## config.mk

```make
export PLATFORM = sky130hd
export DESIGN_NAME = trap_sequencer_flat
export DESIGN_NICKNAME = d
export VERILOG_FILES = /design/src/rtl/trap_sequencer_pkg.sv /design/src/rtl/trap_sequencer_if.sv /design/src/rtl/trap_sequencer_level_stack.sv /design/src/rtl/trap_sequencer.sv /design/src/flat_wrapper.sv
export SDC_FILE = /design/constraint.sdc
export NUM_CORES = 1
export LEC_CHECK = 0
export BUFFER_PORTS_ARGS = -buffer_cell sky130_fd_sc_hd__buf_2
export CORE_AREA = 2 2 103 105
export CTS_BUF_LIST = sky130_fd_sc_hd__clkbuf_8 sky130_fd_sc_hd__clkbuf_16
export CTS_CLUSTER_DIAMETER = 30
export DETAILED_ROUTE_END_ITERATION = 6
export DIE_AREA = 0 0 105 107
export PLACE_DENSITY_LB_ADDON = 0.3
export SYNTH_ARGS = -nofsm -noshare
export SYNTH_HDL_FRONTEND = slang
export SYNTH_HIERARCHICAL = 1
export SYNTH_SLANG_ARGS = --single-unit
```

## constraint.sdc

```tcl
create_clock -name clk -period 4.8 [get_ports clk]
set_input_delay 0.72 -clock clk [delete_from_list [all_inputs] [get_ports clk]]
set_output_delay 0.72 -clock clk [all_outputs]
set_load 0.03 [all_outputs]
```

## src/rtl/trap_sequencer_pkg.sv

```systemverilog
// Shared types and constants for the trap sequencer: FSM states, event kinds,
// cause codes, privilege levels and level-stack sizing.
package trap_sequencer_pkg;

    typedef enum logic [1:0] {
        ST_IDLE,
        ST_FLUSH,
        ST_REDIRECT
    } state_t;

    typedef enum logic [1:0] {
        EV_NONE,
        EV_EXC,
        EV_IRQ,
        EV_ERET
    } event_t;

    localparam logic [2:0] CAUSE_IRQ   = 3'd0;
    localparam logic [2:0] CAUSE_UNDEF = 3'd1;
    localparam logic [2:0] CAUSE_OVF   = 3'd2;
    localparam logic [2:0] CAUSE_RANGE = 3'd4;

    localparam logic [2:0] LVL_USER = 3'd0;
    localparam logic [2:0] LVL_EXC  = 3'd4;

    localparam int STACK_DEPTH = 4;

    // Level requested by the highest active interrupt line (line i -> level i+1).
    function automatic logic [2:0] irq_level(input logic [2:0] lines);
        if (lines[2])      return 3'd3;
        else if (lines[1]) return 3'd2;
        else if (lines[0]) return 3'd1;
        else               return LVL_USER;
    endfunction

    function automatic logic [2:0] level_onehot(input logic [2:0] level);
        case (level)
            3'd1:    return 3'b001;
            3'd2:    return 3'b010;
            3'd3:    return 3'b100;
            default: return 3'b000;
        endcase
    endfunction

endpackage

```

## src/rtl/trap_sequencer_if.sv

```systemverilog
// Pipeline-side bundle of the trap sequencer: event inputs, CP0 values and
// the stall/flush/redirect/CP0-write controls it produces.
interface trap_sequencer_if;
    logic        exc_valid;
    logic [2:0]  exc_cause;
    logic [31:0] exc_pc;
    logic [2:0]  irq_req;
    logic [31:0] int_pc;
    logic        ie;
    logic        eret_req;
    logic [31:0] handler_base;
    logic [31:0] epc_in;
    logic        stall;
    logic        flush;
    logic        redirect_valid;
    logic [31:0] redirect_pc;
    logic        cp0_we;
    logic [31:0] cp0_epc;
    logic [2:0]  cp0_cause;
    logic [2:0]  irq_ack;
    logic [2:0]  cur_level;
    logic        nest_err;

    modport master (
        output exc_valid, exc_cause, exc_pc, irq_req, int_pc, ie, eret_req,
               handler_base, epc_in,
        input  stall, flush, redirect_valid, redirect_pc, cp0_we, cp0_epc,
               cp0_cause, irq_ack, cur_level, nest_err
    );

    modport slave (
        input  exc_valid, exc_cause, exc_pc, irq_req, int_pc, ie, eret_req,
               handler_base, epc_in,
        output stall, flush, redirect_valid, redirect_pc, cp0_we, cp0_epc,
               cp0_cause, irq_ack, cur_level, nest_err
    );
endinterface

```

## src/rtl/trap_sequencer_level_stack.sv

```systemverilog
// LIFO of saved privilege levels; push is dropped when full, pop when empty.
module level_stack
    import trap_sequencer_pkg::*;
(
    input  logic       clk,
    input  logic       rst,
    input  logic       push,
    input  logic       pop,
    input  logic [2:0] push_data,
    output logic [2:0] top,
    output logic       full,
    output logic       empty
);

    logic [2:0] mem [STACK_DEPTH];
    logic [2:0] count;

    assign full  = (count == 3'(STACK_DEPTH));
    assign empty = (count == 3'd0);
    assign top   = empty ? LVL_USER : mem[count[1:0] - 2'd1];

    always_ff @(posedge clk or posedge rst) begin
        if (rst) begin
            count <= 3'd0;
            for (int i = 0; i < STACK_DEPTH; i++) mem[i] <= LVL_USER;
        end else if (push && !full) begin
            mem[count[1:0]] <= push_data;
            count           <= count + 3'd1;
        end else if (pop && !empty) begin
            count <= count - 3'd1;
        end
    end

endmodule

```

## src/rtl/trap_sequencer.sv

```systemverilog
// Trap sequencer: accepts exceptions, ERETs and prioritised interrupts in IDLE
// and plays out a fixed FLUSH -> REDIRECT sequence with CP0 updates.
module trap_sequencer
    import trap_sequencer_pkg::*;
(
    input  logic               clk,
    input  logic               rst,
    trap_sequencer_if.slave    bus
);

    state_t      state, next_state;
    event_t      ev_sel, ev_q;
    logic        exc_ignored;
    logic [2:0]  irq_lvl;
    logic [2:0]  cause_q;
    logic [2:0]  new_level_q;
    logic [2:0]  cur_level_q;
    logic        nest_err_q;
    logic [31:0] cp0_epc_q;
    logic [31:0] redirect_pc_q;
    logic        push, pop;
    logic [2:0]  stack_top;
    logic        stack_full, stack_empty;

    assign irq_lvl = irq_level(bus.irq_req);

    level_stack u_stack (
        .clk       (clk),
        .rst       (rst),
        .push      (push),
        .pop       (pop),
        .push_data (cur_level_q),
        .top       (stack_top),
        .full      (stack_full),
        .empty     (stack_empty)
    );

    always_ff @(posedge clk or posedge rst) begin
        if (rst) state <= ST_IDLE;
        else     state <= next_state;
    end

    // An exception raised at the exception level consumes the cycle without
    // starting a sequence; it only flags the nesting error.
    always_comb begin
        next_state  = state;
        ev_sel      = EV_NONE;
        exc_ignored = 1'b0;
        case (state)
            ST_IDLE: begin
                if (bus.exc_valid && bus.ie) begin
                    if (cur_level_q == LVL_EXC) exc_ignored = 1'b1;
                    else                        ev_sel      = EV_EXC;
                end else if (bus.eret_req) begin
                    ev_sel = EV_ERET;
                end else if (bus.ie && (irq_lvl > cur_level_q) && !stack_full) begin
                    ev_sel = EV_IRQ;
                end
                if (ev_sel != EV_NONE) next_state = ST_FLUSH;
            end
            ST_FLUSH:    next_state = ST_REDIRECT;
            ST_REDIRECT: next_state = ST_IDLE;
            default:     next_state = ST_IDLE;
        endcase
    end

    always_comb begin
        bus.stall          = (state != ST_IDLE);
        bus.flush          = (state == ST_FLUSH);
        bus.redirect_valid = (state == ST_REDIRECT);
        bus.cp0_we         = (state == ST_FLUSH) && (ev_q != EV_ERET);
        bus.cp0_cause      = ((state == ST_FLUSH) && (ev_q == EV_EXC)) ? cause_q : CAUSE_IRQ;
        bus.irq_ack        = ((state == ST_FLUSH) && (ev_q == EV_IRQ)) ? level_onehot(new_level_q) : 3'b000;
        push               = (state == ST_REDIRECT) && (ev_q != EV_ERET);
        pop                = (state == ST_REDIRECT) && (ev_q == EV_ERET);
    end

    assign bus.redirect_pc = redirect_pc_q;
    assign bus.cp0_epc     = cp0_epc_q;
    assign bus.cur_level   = cur_level_q;
    assign bus.nest_err    = nest_err_q;

    // Event operands are captured at acceptance; ERET's target is sampled in FLUSH.
    always_ff @(posedge clk or posedge rst) begin
        if (rst) begin
            ev_q          <= EV_NONE;
            cause_q       <= CAUSE_IRQ;
            new_level_q   <= LVL_USER;
            cp0_epc_q     <= 32'h0;
            redirect_pc_q <= 32'h0;
            cur_level_q   <= LVL_USER;
            nest_err_q    <= 1'b0;
        end else begin
            if (exc_ignored) nest_err_q <= 1'b1;
            case (state)
                ST_IDLE: begin
                    if (ev_sel != EV_NONE) begin
                        ev_q        <= ev_sel;
                        cause_q     <= bus.exc_cause;
                        new_level_q <= (ev_sel == EV_EXC) ? LVL_EXC : irq_lvl;
                        if (ev_sel == EV_EXC)      cp0_epc_q <= bus.exc_pc + 32'd4;
                        else if (ev_sel == EV_IRQ) cp0_epc_q <= bus.int_pc;
                    end
                end
                ST_FLUSH: begin
                    redirect_pc_q <= (ev_q == EV_ERET) ? bus.epc_in : bus.handler_base;
                end
                ST_REDIRECT: begin
                    if (ev_q == EV_ERET) begin
                        if (stack_empty) begin
                            cur_level_q <= LVL_USER;
                            nest_err_q  <= 1'b1;
                        end else begin
                            cur_level_q <= stack_top;
                        end
                    end else begin
                        if (stack_full) nest_err_q <= 1'b1;
                        cur_level_q <= new_level_q;
                    end
                end
                default: ;
            endcase
        end
    end

endmodule

```

## src/flat_wrapper.sv

```systemverilog
// flat-port wrapper written by rule: the top's interface ports become plain ports
module trap_sequencer_flat import trap_sequencer_pkg::*;
  (clk, rst, bus_exc_valid, bus_exc_cause, bus_exc_pc, bus_irq_req, bus_int_pc, bus_ie, bus_eret_req, bus_handler_base, bus_epc_in, bus_stall, bus_flush, bus_redirect_valid, bus_redirect_pc, bus_cp0_we, bus_cp0_epc, bus_cp0_cause, bus_irq_ack, bus_cur_level, bus_nest_err);
  trap_sequencer_if bus_i ();
  input  logic clk;
  input  logic rst;
  input wire logic [$bits(bus_i.exc_valid)-1:0] bus_exc_valid;
  input wire logic [$bits(bus_i.exc_cause)-1:0] bus_exc_cause;
  input wire logic [$bits(bus_i.exc_pc)-1:0] bus_exc_pc;
  input wire logic [$bits(bus_i.irq_req)-1:0] bus_irq_req;
  input wire logic [$bits(bus_i.int_pc)-1:0] bus_int_pc;
  input wire logic [$bits(bus_i.ie)-1:0] bus_ie;
  input wire logic [$bits(bus_i.eret_req)-1:0] bus_eret_req;
  input wire logic [$bits(bus_i.handler_base)-1:0] bus_handler_base;
  input wire logic [$bits(bus_i.epc_in)-1:0] bus_epc_in;
  output wire logic [$bits(bus_i.stall)-1:0] bus_stall;
  output wire logic [$bits(bus_i.flush)-1:0] bus_flush;
  output wire logic [$bits(bus_i.redirect_valid)-1:0] bus_redirect_valid;
  output wire logic [$bits(bus_i.redirect_pc)-1:0] bus_redirect_pc;
  output wire logic [$bits(bus_i.cp0_we)-1:0] bus_cp0_we;
  output wire logic [$bits(bus_i.cp0_epc)-1:0] bus_cp0_epc;
  output wire logic [$bits(bus_i.cp0_cause)-1:0] bus_cp0_cause;
  output wire logic [$bits(bus_i.irq_ack)-1:0] bus_irq_ack;
  output wire logic [$bits(bus_i.cur_level)-1:0] bus_cur_level;
  output wire logic [$bits(bus_i.nest_err)-1:0] bus_nest_err;
  assign bus_i.exc_valid = bus_exc_valid;
  assign bus_i.exc_cause = bus_exc_cause;
  assign bus_i.exc_pc = bus_exc_pc;
  assign bus_i.irq_req = bus_irq_req;
  assign bus_i.int_pc = bus_int_pc;
  assign bus_i.ie = bus_ie;
  assign bus_i.eret_req = bus_eret_req;
  assign bus_i.handler_base = bus_handler_base;
  assign bus_i.epc_in = bus_epc_in;
  assign bus_stall = bus_i.stall;
  assign bus_flush = bus_i.flush;
  assign bus_redirect_valid = bus_i.redirect_valid;
  assign bus_redirect_pc = bus_i.redirect_pc;
  assign bus_cp0_we = bus_i.cp0_we;
  assign bus_cp0_epc = bus_i.cp0_epc;
  assign bus_cp0_cause = bus_i.cp0_cause;
  assign bus_irq_ack = bus_i.irq_ack;
  assign bus_cur_level = bus_i.cur_level;
  assign bus_nest_err = bus_i.nest_err;
  trap_sequencer u_core (.clk(clk), .rst(rst), .bus(bus_i));
endmodule
```

==> impl_metrics.csv, run 1 <==
group,metric,value,unit
outcome,status,"finished, final reports clean",
logic_synthesis,yosysSeqAreaShare,0.448,
die,start_util,0.515,
critical_path,timing.critical_path.buf_inv,3,
timing,skew,14.8,ps
timing,whs,386,ps
die,coreArea,10100,um2
global_routing,grt-ovfl-total,0,
placement,pre_cts_slack,1100,ps
timing,max_slew_margin,0.229,
cts,holdBufCountCts,0,
cts,cts-resized-gates,0,
global_routing,antenna_found_initial,1,
die,die_w,105,um
detailed_routing,wire_per_inst,14.8,um
detailed_routing,drc,0,
cts,htree_levels,3,
critical_path,worstSetupPathType,"flop to flop",
power_and_ir_drop,p_int,2.11,mW
min_path,worstHoldPathType,"input pin to async pin",
finish,syn_to_final_growth,25.3,%
critical_path,r2r_start,"u_core/u_stack/count[0]",
cts,cts_tree,"done",
global_routing,grt_pass1_wl,21200,um
placement,place_area,6340,um2
detailed_routing,avgViaCountPerCell,5.34,
die,num_rows,37,
placement,port-buffer-count,216,
power_and_ir_drop,p_clk_frac,0.112,
power_and_ir_drop,p_switching,2.01,mW
logic_synthesis,synth_async_sr_flop_share,1.00,
timing,fin_crit,3580,ps
finish,final_core_util,0.645,
placement,gp_congestion,0.879,
timing,setup_viol,0,
logic_synthesis,synth_nets,693,
logic_synthesis,synth-edff-count,0,
die,die_area,11200,um2
detailed_routing,ant_nets,0,
cts,cts_setup_buffers,0,
global_routing,grt.total_usage,0.234,
cts,clk_path_buf_depth,2,
timing,fin_ws,1220,ps
detailed_routing,finalWirelength,13100,um
global_routing,grt_pass1_vias,4468,
job,drv_cap,0,
finish,drive_gt1_frac,0.353,
power_and_ir_drop,pwr-share-seq,0.339,
timing,worst_pin_slew,1150,ps
logic_synthesis,syn-cell-area,5190,um2
placement,placed_cells,866,
critical_path,reg2reg_depth,14,
power_and_ir_drop,switching_share,0.488,
critical_path,cp_top_family,"simple AND/OR/NAND/NOR gates",
detailed_routing,vias,4718,
critical_path,cp_max_fo,47,
die,die_h,107,um
timing,maxSlewViolCount,0,
logic_synthesis,syn_inst,543,
power_and_ir_drop,power.density,633,nW/um2
critical_path,crit_required,5030,ps
logic_synthesis,synth.distinct_cells,53,
logic_synthesis,synth_top_area_cell,"dfrtp_1",
critical_path,start_kind,"flop",
logic_synthesis,yosys_most_used_dff,"dfrtp_1",
logic_synthesis,syn_area_per_cell,9.56,um2
power_and_ir_drop,pwr-share-comb,0.549,
cts,clock-sinks,93,
die,io-pin-count,217,
logic_synthesis,yosysWarnings,6,
critical_path,arrival,3820,ps
critical_path,r2r_slack,1220,ps
critical_path,path_cells,"inv_1, ha_1, nand2_1, inv_1, a211oi_1, o211a_1, o21a_1, nand2_1, ha_1, nand2_2, buf_4, nor3b_1, a21oi_1, o21ai_1",
critical_path,critical-path-slowest-cell,"nand2_2",
finish,final_cell_area,6510,um2
critical_path,endpoint_kind,"flop",
logic_synthesis,synthTopCellsByArea,"dfrtp_1, mux2i_1, nand2_1",
critical_path,cpPeakStageDelay,600,ps
power_and_ir_drop,power,4.12,mW
cts,cts_buffers,9,
power_and_ir_drop,peakVddDrop,0.334,mV
placement,hpwl,10100,um
timing,fmax,279,MHz
timing,grt_setup_unrepaired,"no",
logic_synthesis,yosysMostFrequentCell,"dfrtp_1",
timing,fin_crit_sh,0.746,
logic_synthesis,yosysTopAreaCellShare,0.448,
detailed_routing,first_iter_violations,193,
critical_path,r2r_end,"u_core/bus.cp0_epc[11]",
power_and_ir_drop,leakage,3.41,nW
global_routing,grt_start_max_net_pins,69,
cts,clock_latency,360,ps
timing,hold_viol,0,
logic_synthesis,synth_common_cells,"dfrtp_1, nand2_1, mux2i_1",
detailed_routing,drt-pass1-iter-count,4,
cts,clk_pin_slew,100,ps
finish,fin_cells,883,
cts,clockRootBuffer,"clkbuf_8",
timing,finalSetupTns,0,ps
finish,nNetsFinal,891,
logic_synthesis,ys_ff_latch,93,
-- sequential cells by signal (all words and copies together), names as in the netlist --
register / cells
u_core/bus.cp0_epc: 32
u_core/bus.redirect_pc: 32
u_core/u_stack/mem: 12
u_core/bus.cur_level: 3
u_core/cause_q: 3
u_core/new_level_q: 3
u_core/u_stack/count: 3
u_core/ev_q: 2
u_core/state: 2
u_core/bus.nest_err: 1
-- power groups by stage --
stage | registers, mW | clock network, mW | logic (mW)
after global placement | 1.40 | 0 | 2.18
final | 1.40 | 0.461 | 2.26
after global routing | 1.45 | 0.512 | 2.47
after detailed placement | 1.41 | 0 | 2.27
after CTS | 1.40 | 0.476 | 2.27
after floorplan | 1.89 | 0 | 1.13
-- routing by layer --
layer / GRT usage / up-vias / part of all wire
met1: 0.295 / 2195 / 0.42
met2: 0.388 / 203 / 0.48
met3: 0.0541 / 21 / 0.078
li1: - / 2299 / -
met4: 0.100 / 0 / 0.021
met5: 0 / - / 0
-- how the worst max path moves through the flow --
stage / from / end / slack [ps] / cells after the start
2_1_floorplan: bus_irq_req[2] / u_core/bus.cp0_epc[3] / 1860 / 12
4_1_cts: u_core/u_stack/count[0] / u_core/bus.cp0_epc[18] / 1260 / 14
3_5_place_dp: bus_irq_req[2] / u_core/bus.cp0_epc[18] / 1100 / 14
5_1_grt: u_core/u_stack/count[0] / u_core/bus.cp0_epc[19] / 930 / 14
6_report: u_core/u_stack/count[0] / u_core/bus.cp0_epc[11] / 1220 / 14
3_3_place_gp: bus_irq_req[1] / u_core/bus.cp0_epc[16] / 1220 / 14
-- placed cells by master (no fill, tap or decap), drive strengths merged, types with 2 or more instances in the layout --
| master | n |
|---|---|
| a211o | 2 |
| a211oi | 2 |
| a21oi | 27 |
| and2 | 10 |
| and3 | 6 |
| and4 | 6 |
| buf | 219 |
| clkbuf | 9 |
| clkinv | 5 |
| dfrtp | 93 |
| ha | 10 |
| inv | 23 |
| mux2 | 12 |
| mux2i | 43 |
| mux4 | 3 |
| nand2 | 88 |
| nand2b | 5 |
| nand3 | 9 |
| nand4 | 9 |
| nor2 | 10 |
| nor3 | 4 |
| nor3b | 25 |
| nor4 | 4 |
| o21ai | 75 |
| o31ai | 2 |
| or3 | 4 |
| xnor2 | 17 |
| xor2 | 9 |
-- cell type report --
type / count / area, um2
Fill cell: 874 / 3580
Multi-Input combinational cell: 397 / 2660
Sequential cell: 93 / 2330
Timing Repair Buffer: 219 / 1100
Tap cell: 136 / 170
Clock buffer: 9 / 124
Inverter: 21 / 80.1
Clock inverter: 7 / 41.3
Antenna cell: 1 / 2.50
-- cell families (layout without fill, tap and decap cells) --
| logic type | count (synthesis) | after routing | share of synthesized area |
|---|---|---|---|
| adders and majority gates | 11 | 11 | 0.0280 |
| AOI/OAI and AO/OA | 119 | 119 | 0.126 |
| muxes | 58 | 58 | 0.123 |
| xor gates and xnor gates | 26 | 26 | 0.0439 |
| other | 0 | 1 | 0 |
| and+or+nand+nor | 183 | 183 | 0.190 |
| buffers and inverters | 53 | 256 | 0.0410 |
| DFF | 93 | 93 | 0.448 |
(Power assumes the default switching activity.)
==> inputs of run 2 (changes only) <==
--- a/config.mk
+++ b/config.mk
@@ -6,11 +6,11 @@
 export NUM_CORES = 1
 export LEC_CHECK = 0
 export BUFFER_PORTS_ARGS = -buffer_cell sky130_fd_sc_hd__buf_2
-export CORE_AREA = 2 2 103 105
+export CORE_AREA = 2 2 106 108
 export CTS_BUF_LIST = sky130_fd_sc_hd__clkbuf_8 sky130_fd_sc_hd__clkbuf_16
 export CTS_CLUSTER_DIAMETER = 30
 export DETAILED_ROUTE_END_ITERATION = 6
-export DIE_AREA = 0 0 105 107
+export DIE_AREA = 0 0 108 110
 export PLACE_DENSITY_LB_ADDON = 0.3
 export SYNTH_ARGS = -nofsm -noshare
 export SYNTH_HDL_FRONTEND = slang
==> constraint.sdc (replaced) <==
create_clock -name clk -period 3.7 [get_ports clk]
set_input_delay 0.555 -clock clk [delete_from_list [all_inputs] [get_ports clk]]
set_output_delay 0.555 -clock clk [all_outputs]
set_load 0.03 [all_outputs]
==> run 2 against run 1 <==
Critical path depth unchanged. Sequential power increased by 29%. Worst setup slack got worse by 750 ps. Core utilization decreased by 2.3 points. Maximum frequency increased by 11%. Combinational power increased by 31%. Highest routed layer unchanged. Critical path type unchanged. Non-clock buffer count increased by 8.
==> impl_metrics.csv, run 2 (synthesis results as in run 1) <==
group,metric,value,unit
outcome,status,"finished, final reports clean",
timing,worst_pin_slew,589,ps
timing,setup_viol,0,
finish,diodes,0,
critical_path,cp_max_fo,19,
placement,pre_cts_slack,521,ps
detailed_routing,ant_nets,0,
detailed_routing,finalWirelength,13400,um
global_routing,antenna_found_initial,0,
die,die_w,108,um
die,die_h,110,um
cts,cts_tree,"done",
timing,fmax,309,MHz
detailed_routing,drc,0,
cts,clk_path_buf_depth,2,
timing,fin_ws,463,ps
min_path,worstHoldPathType,"input pin to async pin",
timing,fin_crit,3240,ps
timing,skew,16.3,ps
die,die_area,11900,um2
cts,cts-resized-gates,0,
cts,cts_buffers,9,
placement,place_area,6410,um2
finish,drive_gt1_frac,0.360,
detailed_routing,avgViaCountPerCell,5.25,
power_and_ir_drop,peakVddDrop,0.430,mV
cts,holdBufCountCts,0,
finish,final_cell_mix,"buf_2, dfrtp_1, nand2_1, mux2i_1, o21ai_0",
critical_path,worstSetupPathType,"flop to flop",
detailed_routing,drt-pass1-iter-count,4,
die,num_rows,38,
cts,clockRootBuffer,"clkbuf_8",
detailed_routing,first_iter_violations,210,
timing,finalSetupTns,0,ps
finish,final_cell_area,6650,um2
cts,clock_latency,360,ps
global_routing,grt-ovfl-total,0,
placement,port-buffer-count,216,
finish,syn_to_final_growth,28.1,%
detailed_routing,wire_per_inst,15.0,um
job,drv_cap,0,
critical_path,endpoint_kind,"flop",
critical_path,start_kind,"flop",
timing,grt_setup_unrepaired,"no",
critical_path,arrival,3480,ps
global_routing,grt_pass1_vias,4601,
detailed_routing,vias,4687,
timing,fin_crit_sh,0.875,
placement,gp_congestion,0.877,
cts,clk_pin_slew,100,ps
global_routing,grt.total_usage,0.229,
finish,layout_commonest_cell,"buf_2",
die,start_util,0.485,
power_and_ir_drop,power.density,841,nW/um2
die,io-pin-count,217,
critical_path,crit_required,3950,ps
die,coreArea,10700,um2
cts,htree_levels,3,
timing,max_slew_margin,0.607,
timing,hold_viol,0,
cts,clock-sinks,93,
critical_path,reg2reg_depth,14,
global_routing,grt_pass1_wl,21300,um
global_routing,grt_start_max_net_pins,67,
power_and_ir_drop,leakage,3.47,nW
timing,maxSlewViolCount,0,
cts,cts_setup_buffers,0,
finish,nNetsFinal,899,
placement,hpwl,10600,um
==> run 2: report_power, final <==
part / internal [mW] / switching, mW
Sequential: 1.50 / 0.312
Combinational: 1.03 / 1.94
Clock: 0.467 / 0.349
Total: 2.99 / 2.60
==> run 2: layout make-up <==
type	count	area [um2]
tap	140	175
clock buffer	10	138
inverter	21	80.1
multi-input combinational	397	2660
timing repair buffer	227	1160
sequential	93	2330
clock inverter	5	108
fill	933	4050
==> run 2: worst paths after layout <==
| check | slack (ps) | to | from |
|---|---|---|---|
| hold / removal | 190 | u_core/bus.cur_level[0] | rst |
| min in group clk | 400 | u_core/cause_q[0] | bus_exc_cause[0] |
| hold reg to reg | 470 | u_core/cause_q[2] | u_core/cause_q[2] |
| max in group asynchronous | 2760 | u_core/new_level_q[1] | rst |
| setup / recovery | 460 | u_core/bus.cp0_epc[18] | u_core/u_stack/count[0] |
| setup reg to reg | 460 | u_core/bus.cp0_epc[18] | u_core/u_stack/count[0] |
==> run 2: metal layers <==
layer  vias up  wire, um  GRT usage
li1       2308         -          -
met3        30      1010     0.0482
met4         0       386      0.113
met2       197      6420      0.398
met5         -         0          0
met1      2152      5570      0.271
==> run 2: critical path: stages, from the launching register on <==
cell      delay [ps]
dfrtp_1          550
inv_1            170
ha_1             330
nand2_1          140
inv_1             60
a211oi_1         260
o211a_1          200
o21a_1           140
nand2_1          120
ha_1             340
nand2_2          270
buf_4            270
nor3b_1           70
a21oi_1          120
o21ai_1           80
==> run 2: stage by stage <==
step | std cells | total power, mW | utilization | hold WS, ps
after global routing | 893 | 6.02 | 0.622 | 216
after floorplan | 543 | 3.92 | - | 437
final | 893 | 5.59 | 0.622 | 194
after detailed placement | 878 | 4.81 | 0.599 | 458
after CTS | 893 | 5.64 | 0.622 | 192
after global placement | 878 | 4.69 | 0.599 | 454
